--- config.mk ---
export PLATFORM = sky130hd
export DESIGN_NAME = plab5_mcore_mem_port_sep_flat
export DESIGN_NICKNAME = d
export VERILOG_FILES = /design/src/rtl/plab5_mcore_mem_port_sep_if.sv /design/src/rtl/plab5_mcore_mem_port_sep.sv /design/src/flat_wrapper.sv
export SDC_FILE = /design/constraint.sdc
export NUM_CORES = 2
export LEC_CHECK = 0
export BUFFER_PORTS_ARGS = -buffer_cell sky130_fd_sc_hd__buf_4
export CAP_MARGIN = 10
export CELL_PAD_IN_SITES_DETAIL_PLACEMENT = 2
export CELL_PAD_IN_SITES_GLOBAL_PLACEMENT = 2
export CORE_ASPECT_RATIO = 2
export CORE_MARGIN = 2
export CORE_UTILIZATION = 42
export DETAILED_ROUTE_END_ITERATION = 10
export PLACE_DENSITY_LB_ADDON = 0.1
export RECOVER_POWER = 50
export SYNTH_ARGS = -nofsm -noshare
export SYNTH_HDL_FRONTEND = slang
export SYNTH_SLANG_ARGS = --single-unit
--- constraint.sdc ---
create_clock -name clk -period 2.5 [get_ports clk]
set_clock_uncertainty 0.1 [all_clocks]
set_input_delay 0.125 -clock clk [delete_from_list [all_inputs] [get_ports clk]]
set_output_delay 0.125 -clock clk [all_outputs]
set_load 0.1 [all_outputs]
--- src/rtl/plab5_mcore_mem_port_sep_if.sv ---
// Split-message memory port: request (control/data/domain) and response channels.
// master = requester side, slave = memory bank side.
interface plab5_mcore_mem_port_sep_if #(
    parameter int p_opaque_nbits = 8,
    parameter int p_addr_nbits   = 32,
    parameter int p_data_nbits   = 128
);
    localparam int c_req_nbits  = 3 + p_opaque_nbits + p_addr_nbits + 4;
    localparam int c_resp_nbits = 3 + p_opaque_nbits + 4;

    logic [c_req_nbits-1:0]  memreq_control;
    logic [p_data_nbits-1:0] memreq_data;
    logic                    memreq_domain;
    logic                    memreq_val;
    logic                    memreq_rdy;

    logic [c_resp_nbits-1:0] memresp_control;
    logic [p_data_nbits-1:0] memresp_data;
    logic                    memresp_domain;
    logic                    memresp_val;
    logic                    memresp_rdy;

    modport master (
        output memreq_control, memreq_data, memreq_domain, memreq_val,
        input  memreq_rdy,
        input  memresp_control, memresp_data, memresp_domain, memresp_val,
        output memresp_rdy
    );

    modport slave (
        input  memreq_control, memreq_data, memreq_domain, memreq_val,
        output memreq_rdy,
        output memresp_control, memresp_data, memresp_domain, memresp_val,
        input  memresp_rdy
    );
endinterface

--- src/rtl/plab5_mcore_mem_port_sep.sv ---
// Domain-tagged test-memory bank with a 2-entry response queue and partition enforcement.
// Optional: define PLAB5_MCORE_MEM_PORT_VIOL_CNT_EN to expose a saturating viol_count output.
module plab5_mcore_mem_port_sep #(
    parameter int p_mem_nbytes   = 256,
    parameter int p_bank_domain  = 0,
    parameter int p_opaque_nbits = 8,
    parameter int p_addr_nbits   = 32,
    parameter int p_data_nbits   = 128
) (
    input  logic clk,
    input  logic reset,
    plab5_mcore_mem_port_sep_if.slave mem
`ifdef PLAB5_MCORE_MEM_PORT_VIOL_CNT_EN
    ,
    output logic [15:0] viol_count
`endif
);
    localparam int c_lines        = p_mem_nbytes / 16;
    localparam int c_idx_nbits    = (c_lines > 1) ? $clog2(c_lines) : 1;
    localparam int c_line_nbytes  = p_data_nbits / 8;
    localparam int c_req_nbits    = 3 + p_opaque_nbits + p_addr_nbits + 4;
    localparam int c_resp_nbits   = 3 + p_opaque_nbits + 4;

    // Request decode
    logic [2:0]                req_type;
    logic [p_opaque_nbits-1:0] req_opaque;
    logic [p_addr_nbits-1:0]   req_addr;
    logic [3:0]                req_len;
    logic [3:0]                req_off;
    logic [c_idx_nbits-1:0]    line_idx;
    logic [4:0]                wr_nbytes;
    logic [4:0]                wr_end;
    logic [p_data_nbits-1:0]   wr_data_shift;
    logic                      unused_addr;

    assign req_type    = mem.memreq_control[c_req_nbits-1 -: 3];
    assign req_opaque  = mem.memreq_control[c_req_nbits-4 -: p_opaque_nbits];
    assign req_addr    = mem.memreq_control[4 +: p_addr_nbits];
    assign req_len     = mem.memreq_control[3:0];
    assign unused_addr = ^req_addr;

    // Upper address bits are dropped so addresses alias modulo the bank size
    assign line_idx  = req_addr[4 +: c_idx_nbits] & c_idx_nbits'(c_lines - 1);
    assign req_off   = req_addr[3:0];
    assign wr_nbytes = (req_len == 4'd0) ? 5'd16 : {1'b0, req_len};
    assign wr_end    = {1'b0, req_off} + wr_nbytes;

    // Write data is low-justified; byte i lands at line byte off+i, bytes past 15 fall off
    assign wr_data_shift = mem.memreq_data << {req_off, 3'b000};

    logic is_read;
    logic is_write;
    logic d2_into_d1;
    logic d1_from_d2;
    logic accept;
    logic wr_en;

    assign is_read    = (req_type == 3'd0);
    assign is_write   = (req_type == 3'd1) || (req_type == 3'd2);
    assign d2_into_d1 = (p_bank_domain == 0) && mem.memreq_domain;
    assign d1_from_d2 = (p_bank_domain == 1) && !mem.memreq_domain;

    logic [1:0] count_reg;
    logic [1:0] count_next;
    logic       head_reg;
    logic       tail_reg;
    logic       deq;

    assign mem.memreq_rdy = (count_reg != 2'd2);
    assign accept         = mem.memreq_val && mem.memreq_rdy;
    assign wr_en          = accept && is_write && !d2_into_d1;

    // Storage: one byte-wide array per lane gives natural byte enables
    logic [p_data_nbits-1:0] rd_line;

    genvar gi;
    generate
        for (gi = 0; gi < c_line_nbytes; gi++) begin : g_lane
            localparam logic [4:0] c_lane = 5'(gi);
            logic [7:0] lane_mem [0:c_lines-1];
            logic       byte_en;

            assign byte_en = wr_en && (c_lane >= {1'b0, req_off}) && (c_lane < wr_end);

            always_ff @(posedge clk) begin
                if (byte_en) begin
                    lane_mem[line_idx] <= wr_data_shift[8*gi +: 8];
                end
            end

            assign rd_line[8*gi +: 8] = lane_mem[line_idx];
        end
    endgenerate

    logic [c_resp_nbits-1:0] rsp_ctrl;
    logic [p_data_nbits-1:0] rsp_data;

    assign rsp_ctrl = {req_type, req_opaque, req_len};
    assign rsp_data = (is_read && !d1_from_d2) ? rd_line : '0;

    // Response queue; the entry registers act as the registered read port
    logic [c_resp_nbits-1:0] q_ctrl_reg [2];
    logic [p_data_nbits-1:0] q_data_reg [2];
    logic                    q_dom_reg  [2];

    assign deq = (count_reg != 2'd0) && mem.memresp_rdy;

    always_comb begin
        count_next = count_reg;
        case ({accept, deq})
            2'b10:   count_next = count_reg + 2'd1;
            2'b01:   count_next = count_reg - 2'd1;
            default: count_next = count_reg;
        endcase
    end

    always_ff @(posedge clk or negedge reset) begin
        if (!reset) begin
            head_reg  <= 1'b0;
            tail_reg  <= 1'b0;
            count_reg <= 2'd0;
            for (int i = 0; i < 2; i++) begin
                q_ctrl_reg[i] <= '0;
                q_data_reg[i] <= '0;
                q_dom_reg[i]  <= 1'b0;
            end
        end else begin
            if (accept) begin
                q_ctrl_reg[tail_reg] <= rsp_ctrl;
                q_data_reg[tail_reg] <= rsp_data;
                q_dom_reg[tail_reg]  <= mem.memreq_domain;
                tail_reg             <= ~tail_reg;
            end
            if (deq) begin
                head_reg <= ~head_reg;
            end
            count_reg <= count_next;
        end
    end

    assign mem.memresp_control = q_ctrl_reg[head_reg];
    assign mem.memresp_data    = q_data_reg[head_reg];
    assign mem.memresp_domain  = q_dom_reg[head_reg];
    assign mem.memresp_val     = (count_reg != 2'd0);

`ifdef PLAB5_MCORE_MEM_PORT_VIOL_CNT_EN
    logic        viol;
    logic [15:0] viol_count_reg;

    assign viol = accept && ((is_write && d2_into_d1) || (is_read && d1_from_d2));

    always_ff @(posedge clk or negedge reset) begin
        if (!reset) begin
            viol_count_reg <= 16'd0;
        end else if (viol && (viol_count_reg != 16'hFFFF)) begin
            viol_count_reg <= viol_count_reg + 16'd1;
        end
    end

    assign viol_count = viol_count_reg;
`endif
endmodule

--- src/flat_wrapper.sv ---
// flat-port wrapper written by rule: the top's interface ports become plain ports
module plab5_mcore_mem_port_sep_flat 
#(
    parameter int p_mem_nbytes   = 256,
    parameter int p_bank_domain  = 0,
    parameter int p_opaque_nbits = 8,
    parameter int p_addr_nbits   = 32,
    parameter int p_data_nbits   = 128
)
  (clk, reset, mem_memreq_control, mem_memreq_data, mem_memreq_domain, mem_memreq_val, mem_memreq_rdy, mem_memresp_control, mem_memresp_data, mem_memresp_domain, mem_memresp_val, mem_memresp_rdy);
  plab5_mcore_mem_port_sep_if #(.p_opaque_nbits(p_opaque_nbits), .p_addr_nbits(p_addr_nbits), .p_data_nbits(p_data_nbits)) mem_i ();
  input  logic clk;
  input  logic reset;
  input wire logic [$bits(mem_i.memreq_control)-1:0] mem_memreq_control;
  input wire logic [$bits(mem_i.memreq_data)-1:0] mem_memreq_data;
  input wire logic [$bits(mem_i.memreq_domain)-1:0] mem_memreq_domain;
  input wire logic [$bits(mem_i.memreq_val)-1:0] mem_memreq_val;
  output wire logic [$bits(mem_i.memreq_rdy)-1:0] mem_memreq_rdy;
  output wire logic [$bits(mem_i.memresp_control)-1:0] mem_memresp_control;
  output wire logic [$bits(mem_i.memresp_data)-1:0] mem_memresp_data;
  output wire logic [$bits(mem_i.memresp_domain)-1:0] mem_memresp_domain;
  output wire logic [$bits(mem_i.memresp_val)-1:0] mem_memresp_val;
  input wire logic [$bits(mem_i.memresp_rdy)-1:0] mem_memresp_rdy;
  assign mem_i.memreq_control = mem_memreq_control;
  assign mem_i.memreq_data = mem_memreq_data;
  assign mem_i.memreq_domain = mem_memreq_domain;
  assign mem_i.memreq_val = mem_memreq_val;
  assign mem_memreq_rdy = mem_i.memreq_rdy;
  assign mem_memresp_control = mem_i.memresp_control;
  assign mem_memresp_data = mem_i.memresp_data;
  assign mem_memresp_domain = mem_i.memresp_domain;
  assign mem_memresp_val = mem_i.memresp_val;
  assign mem_i.memresp_rdy = mem_memresp_rdy;
  plab5_mcore_mem_port_sep #(.p_mem_nbytes(p_mem_nbytes), .p_bank_domain(p_bank_domain), .p_opaque_nbits(p_opaque_nbits), .p_addr_nbits(p_addr_nbits), .p_data_nbits(p_data_nbits)) u_core (.clk(clk), .reset(reset), .mem(mem_i));
endmodule
# Word-level counts from Yosys, hierarchy flattened

Memory sizes are Yosys's and may differ from the RTL's.
Cells that the tools add are included.
Widths: inputs -> output; s select.

Bits in registers: 292
Bits in writable memories: 2048
Input bits: 180
Output and inout bits: 146
Logic and storage cells: 167
Memories: 16

Memories:

| memory                     | depth | width | rd ports | clocked after Yosys merged registers in | write ports | RTL line                       | text |
|---|---|---|---|---|---|---|---|
| u_core.g_lane[0].lane_mem  | 16    | 8     | 1        | 0                                       | 1           | plab5_mcore_mem_port_sep.sv:80 | `logic [7:0] lane_mem [0:c_lines-1];` |
| u_core.g_lane[10].lane_mem | 16    | 8     | 1        | 0                                       | 1           | plab5_mcore_mem_port_sep.sv:80 |  |
| u_core.g_lane[11].lane_mem | 16    | 8     | 1        | 0                                       | 1           | plab5_mcore_mem_port_sep.sv:80 |  |
| u_core.g_lane[12].lane_mem | 16    | 8     | 1        | 0                                       | 1           | plab5_mcore_mem_port_sep.sv:80 |  |
| u_core.g_lane[13].lane_mem | 16    | 8     | 1        | 0                                       | 1           | plab5_mcore_mem_port_sep.sv:80 |  |
| u_core.g_lane[14].lane_mem | 16    | 8     | 1        | 0                                       | 1           | plab5_mcore_mem_port_sep.sv:80 |  |
| 10 more memories           | n/a   | n/a   | n/a      | n/a                                     | n/a         | n/a                            |  |

$add $sub $neg: 3
$lt $le $gt $ge: 34
Equal/unequal tests: 5
Shift operators: 1
Mux-type cells: 53
Bitwise operators: 4
Reductions and logical operators: 42

Operators with widths:

| cell               | count |
|---|---|
| $mux 128           | 5 |
| $bwmux 256         | 1 |
| $demux 128 s1      | 1 |
| $shl 128x7->128    | 1 |
| $mux 15            | 4 |
| $lt 4x5->1 const A | 8 |
| $logic_and 1x1->1  | 36 |
| $mux 1             | 36 |
| $bwmux 30          | 1 |
| $ge 4x4->1 const A | 7 |
| $lt 3x5->1 const A | 4 |
| $ge 3x4->1 const A | 4 |
| $demux 15 s1       | 1 |
| $lt 1x5->1 const A | 2 |
| $lt 2x5->1 const A | 2 |
| $ge 1x4->1 const A | 2 |
| $ge 2x4->1 const A | 2 |
| $add 4x5->5        | 1 |
| $mux 5             | 1 |
| $ge 2x2->1 const B | 2 |
| $logic_not 4->1    | 1 |
| $not 1->2          | 2 |
| $pmux 2 s2         | 1 |
| $reduce_bool 2->1  | 2 |
| 14 further kinds   | 15 |

# Logic depth before layout (Yosys ltp)

Depth after elaboration: 8
Gate-level depth with buffers: 9

# Least setup slack after synthesis

No wires, ideal clock.

Path kind: reg2reg
Start point: reg u_core.count_reg[1]
End point: mem u_core.g_lane[2].lane_mem[10][0], enable pin
Setup time: 0.383 ns
Data arrival time: 2.829 ns
Required time: 2.017 ns
Setup slack: -0.812 ns
Cell stages (with the launch flop): 9
Path buffers: 3
Cell sequence: dfrtp_1 -> nor2b_1 -> inv_1 -> and4_1 -> buf_2 -> buf_2 -> nand3_1 -> clkbuf_1 -> nor3_1

Word-level cells in the longest chain between the ends: 8

RTL lines:

| what                            | RTL line                        | text |
|---|---|---|
| from (decl)                     | plab5_mcore_mem_port_sep.sv:63  | `logic [1:0] count_reg;` |
| from (signal assigned)          | plab5_mcore_mem_port_sep.sv:137 | `count_reg <= count_next;` |
| $ne 2x2->1                      | plab5_mcore_mem_port_sep.sv:69  | `assign mem.memreq_rdy = (count_reg != 2'd2);` |
| named net mem_memreq_rdy        | flat_wrapper.sv:18              | `output wire logic [$bits(mem_i.memreq_rdy)-1:0] mem_memreq_rdy;` |
| $logic_and 1x1->1               | plab5_mcore_mem_port_sep.sv:70  | `assign accept = mem.memreq_val && mem.memreq_rdy;` |
| $logic_and 1x1->1 (2 in series) | plab5_mcore_mem_port_sep.sv:71  | `assign wr_en = accept && is_write && !d2_into_d1;` |
| $logic_and 1x1->1 (2 in series) | plab5_mcore_mem_port_sep.sv:83  | `assign byte_en = wr_en && (c_lane >= {1'b0, req_off}) && (c_lane < wr_end);` |
| $mux 1                          | plab5_mcore_mem_port_sep.sv:86  | `if (byte_en) begin` |
| $mux 1 (implied by the code)    | plab5_mcore_mem_port_sep.sv:87  | `lane_mem[line_idx] <= wr_data_shift[8*gi +: 8];` |
| to (decl)                       | plab5_mcore_mem_port_sep.sv:80  |  |

The timed path passes the listed nets, and every way through them passes these cells.

# Final worst setup path

Start point: in mem_memreq_control[4]
End point: mem u_core.g_lane[12].lane_mem[4][2], enable pin

Word-level cells in the longest chain between the ends: 5
Elaborated cells on any way between the ends: 7
Classes of those cells: add/sub (1); order compare (2); mux (2); reduce/logical (2)

RTL lines:

| what                                            | RTL line                                                       | text |
|---|---|---|
| from (decl)                                     | flat_wrapper.sv:14                                             | `input wire logic [$bits(mem_i.memreq_control)-1:0] mem_memreq_control;` |
| $add 4x5->5 or $ge 4x4->1 (tied branches)       | plab5_mcore_mem_port_sep.sv:46, plab5_mcore_mem_port_sep.sv:83 |  |
| $lt 4x5->1 or $logic_and 1x1->1 (tied branches) | plab5_mcore_mem_port_sep.sv:83                                 |  |
| $logic_and 1x1->1 *                             | plab5_mcore_mem_port_sep.sv:83                                 |  |
| $mux 1 *                                        | plab5_mcore_mem_port_sep.sv:86                                 |  |
| $mux 1 (implied by the code) *                  | plab5_mcore_mem_port_sep.sv:87                                 |  |
| to (decl)                                       | plab5_mcore_mem_port_sep.sv:80                                 |  |

Every way passes the cells marked *; elsewhere a longest branch is shown, timed or not.

==> flow_summary.toml <==
[status]
outcome = "finished with violations"
violations = "setup timing"

[worst_setup_path]
crit_arrival_ns = 3.21
cp_top_family = "simple AND/OR/NAND/NOR gates"
crit_path_start_kind = "primary input"
crit_path_max_incr_delay_ns = 1.04
path_cells = "clkbuf_1, clkbuf_1, buf_12, nor2_1, buf_4, o21ai_4, buf_12, nor3_2"
cp.required_ns = 2.88
timing.critical_path.buf_inv = 5
slowest_stage = "nor2_1"
critPathCaptureType = "register"
worstPathMaxFanout = 92
path_class = "primary input to register"

[yosys]
ys.flop_type = "edfxtp_1"
synth_top_area_cell = "edfxtp_1"
ys_seq_area_frac = 0.696
netlist_instances = 6515
synth_area_per_cell_um2 = 15.2
synth_most_common_cell = "edfxtp_1"
synth_cell_types = 52
synth_top_area_frac = 0.622
yosys_warnings = 0
synth_nets = 6701
ys_top_cells_by_area = "edfxtp_1 (62%), mux2i_1 (12%), dfrtp_1 (7.4%), nand3_1 (3.9%), a221oi_1 (2.3%)"
syn_area_um2 = 98900
ys_async_sr_fraction = 0.125
synth_common_cells = "edfxtp_1 (2,048), mux2i_1 (1,232), nand3_1 (775)"
synth_edf_count = 2048
synth-seq-cells = 2340

[power_and_ir_drop]
p_sw_frac = 0.322
p_per_area_nw_per_um2 = 847
seq_power_share = 0.427
combPwrFrac = 0.239
p_sw_w = 0.0340
p_int_w = 0.0717
total_power_w = 0.106
p_clk_frac = 0.334
ir_worst_vdd_mv = 1.59
total_leakage_power_nw = 47.2

[place]
place_area_um2 = 115000
gp_routability_congestion = 0.890
dpl.hpwl_um = 264000
place_inst = 10200
portBuffers = 301

[sta]
timing.slew.headroom = 0.0796
rsz0062_at_grt = "yes"
min_period_ns = 2.82
finalCritPeriodShare = 1.13
worst_hold_slack_ns = 0.0396
slew_violations = 0
setup_ws_ns = -0.322
fmax_mhz = 354
hold_viol = 0
setup_viol = 1704
tightest_slew_ns = 1.38

[floorplan]
core_area_um2 = 235000
rows = 252
io_pins = 326
chipWidth_um = 347
die_h_um = 690
start_util = 0.421
fp.dieArea_um2 = 240000

[route]
dr_wl_met3_um = 21600
first_pass_iters = 7
m1WireLength_um = 152000
drt_iter0_drc = 5631
route.met2.wl_um = 198000
top_layer = "met5"
wl_per_cell_um = 36.1
wl_um = 389000
drc = 0
ant_nets = 0
vias = 66200
viasPerCell = 6.13

[final_layout]
drive_gt1_frac = 0.268
layout.nets = 7753
fill_cells = 20900
area_growth_pct = 26.2
stdcell_count = 10800
final_area_um2 = 125000
largest_reg_flops = 2048

[global_routing]
antenna_found_initial = 21
grt_pass1_vias = 72300
grt_first_pass_wirelength_um = 549000
grt.overflow.total = 0
grt_usage = 0.318
grt_max_degree = 120

[clock_network]
clockBufferDepth = 4
clock_latency_ns = 0.90
cts_tree = "built"
clkSlewWorstSetupHoldPaths_ns = 0.08
cts-buffers-inserted = 216
root_buffer = "clkbuf_16"
cts.sinks = 2340
cts_htree_levels = 4

[flow_run]
max_cap_violations = 0

[hold_path]
holdCritPathClass = "primary input to register"
-- cell usage in the layout (no fill, tap or decap), types with 10 or more instances in the layout --
master / n
nor2_2: 10
clkbuf_16: 228
buf_6: 54
mux4_2: 40
a221oi_1: 254
and2_0: 21
bufinv_16: 30
clkinvlp_4: 24
nor3_2: 46
a21oi_1: 41
clkinv_2: 41
clkbuf_4: 34
mux2_4: 49
buf_4: 764
a22oi_1: 257
a211oi_1: 32
clkinv_1: 22
mux2i_1: 1232
edfxtp_1: 2048
nand2_1: 359
nor2b_1: 36
buf_16: 12
nor2_1: 53
clkbuf_8: 13
nor3_4: 188
nand3_1: 768
clkbuf_2: 58
buf_2: 14
o22ai_1: 32
nor3_1: 16
mux2_2: 95
dfrtp_1: 291
clkbuf_1: 63
buf_12: 282
inv_1: 33
dlygate4sd3_1: 59
-- power by group through the flow --
stage | clock network, W | logic (W) | registers, W
final | 0.0353 | 0.0253 | 0.0451
after global routing | 0.0368 | 0.0261 | 0.0453
after CTS | 0.0357 | 0.0243 | 0.0451
after detailed placement | 0 | 0.0226 | 0.0459
after global placement | 0 | 0.0220 | 0.0458
after floorplan | 0 | 0.0142 | 0.0456
-- cell families after synthesis --
| family | count (synthesis) | share of synthesized area |
|---|---|---|
| and+or+nand+nor | 1558 | 0.0752 |
| adders and majority gates | 6 | 0.000835 |
| DFF | 2340 | 0.696 |
| muxes | 1416 | 0.150 |
| xor gates and xnor gates | 6 | 0.000531 |
| buffers and inverters | 533 | 0.0230 |
| AOI/OAI and AO/OA | 656 | 0.0544 |
-- per-stage QoR --
stage,utilization,TNS [ns],worst slack [ns]
after global placement,0.490,-789.66,-0.594
after CTS,0.532,-34.33,-0.329
after global routing,0.531,-184.16,-0.288
after floorplan,-,-104.20,-0.196
final,0.531,-169.83,-0.322
after detailed placement,0.490,-1070.12,-0.852
-- worst paths after layout --
kind	from	endpoint	slack, ns	cells past startpoint
hold / removal	mem_memreq_val	u_core.tail_reg	0.04	5
hold reg to reg	u_core.q_data_reg[159]	u_core.q_data_reg[159]	0.38	2
setup / recovery	mem_memreq_control[4]	u_core.g_lane[12].lane_mem[4][2]	-0.32	8
min in group asynchronous	reset	u_core.q_ctrl_reg[9]	1.18	4
max in group asynchronous	reset	u_core.q_data_reg[226]	-0.09	6
setup reg to reg	u_core.count_reg[1]	u_core.q_data_reg[190]	-0.23	6
-- repair_timing --
action	in CTS	in global routing
pin swaps	43	21
gates cloned	5	9
resized for setup	226	146
endpoints found under the setup margin	1040	480
endpoints found under the hold margin	760	0
setup buffers	59	28
hold buffers	60	0
-- cell type report --
| class | count | area, um2 | share of cell area |
|---|---|---|---|
| Inverter | 35 | 136 | 0.00109 |
| Timing Repair Buffer | 1331 | 14000 | 0.113 |
| Clock inverter | 133 | 1520 | 0.0122 |
| Antenna cell | 9 | 22.5 | 0.000180 |
| Clock buffer | 262 | 5790 | 0.0464 |
| Tap cell | 3048 | 3810 | 0.0306 |
| Multi-Input combinational cell | 3643 | 30600 | 0.246 |
| Sequential cell | 2340 | 68800 | 0.551 |
-- metal layers --
metal	up-vias	track usage
met5	-	0
met4	16	0.124
met3	619	0.0398
met2	2293	0.555
met1	35500	0.402
li1	27800	-
-- worst min-delay path, delay by kind of cell --
| kind | cells | cell delay [ns] |
|---|---|---|
| buffers and inverters | 2 | 0.67 |
| AND/OR/NAND/NOR | 3 | 0.20 |
No activity file was read; power rests on OpenSTA's default activity.
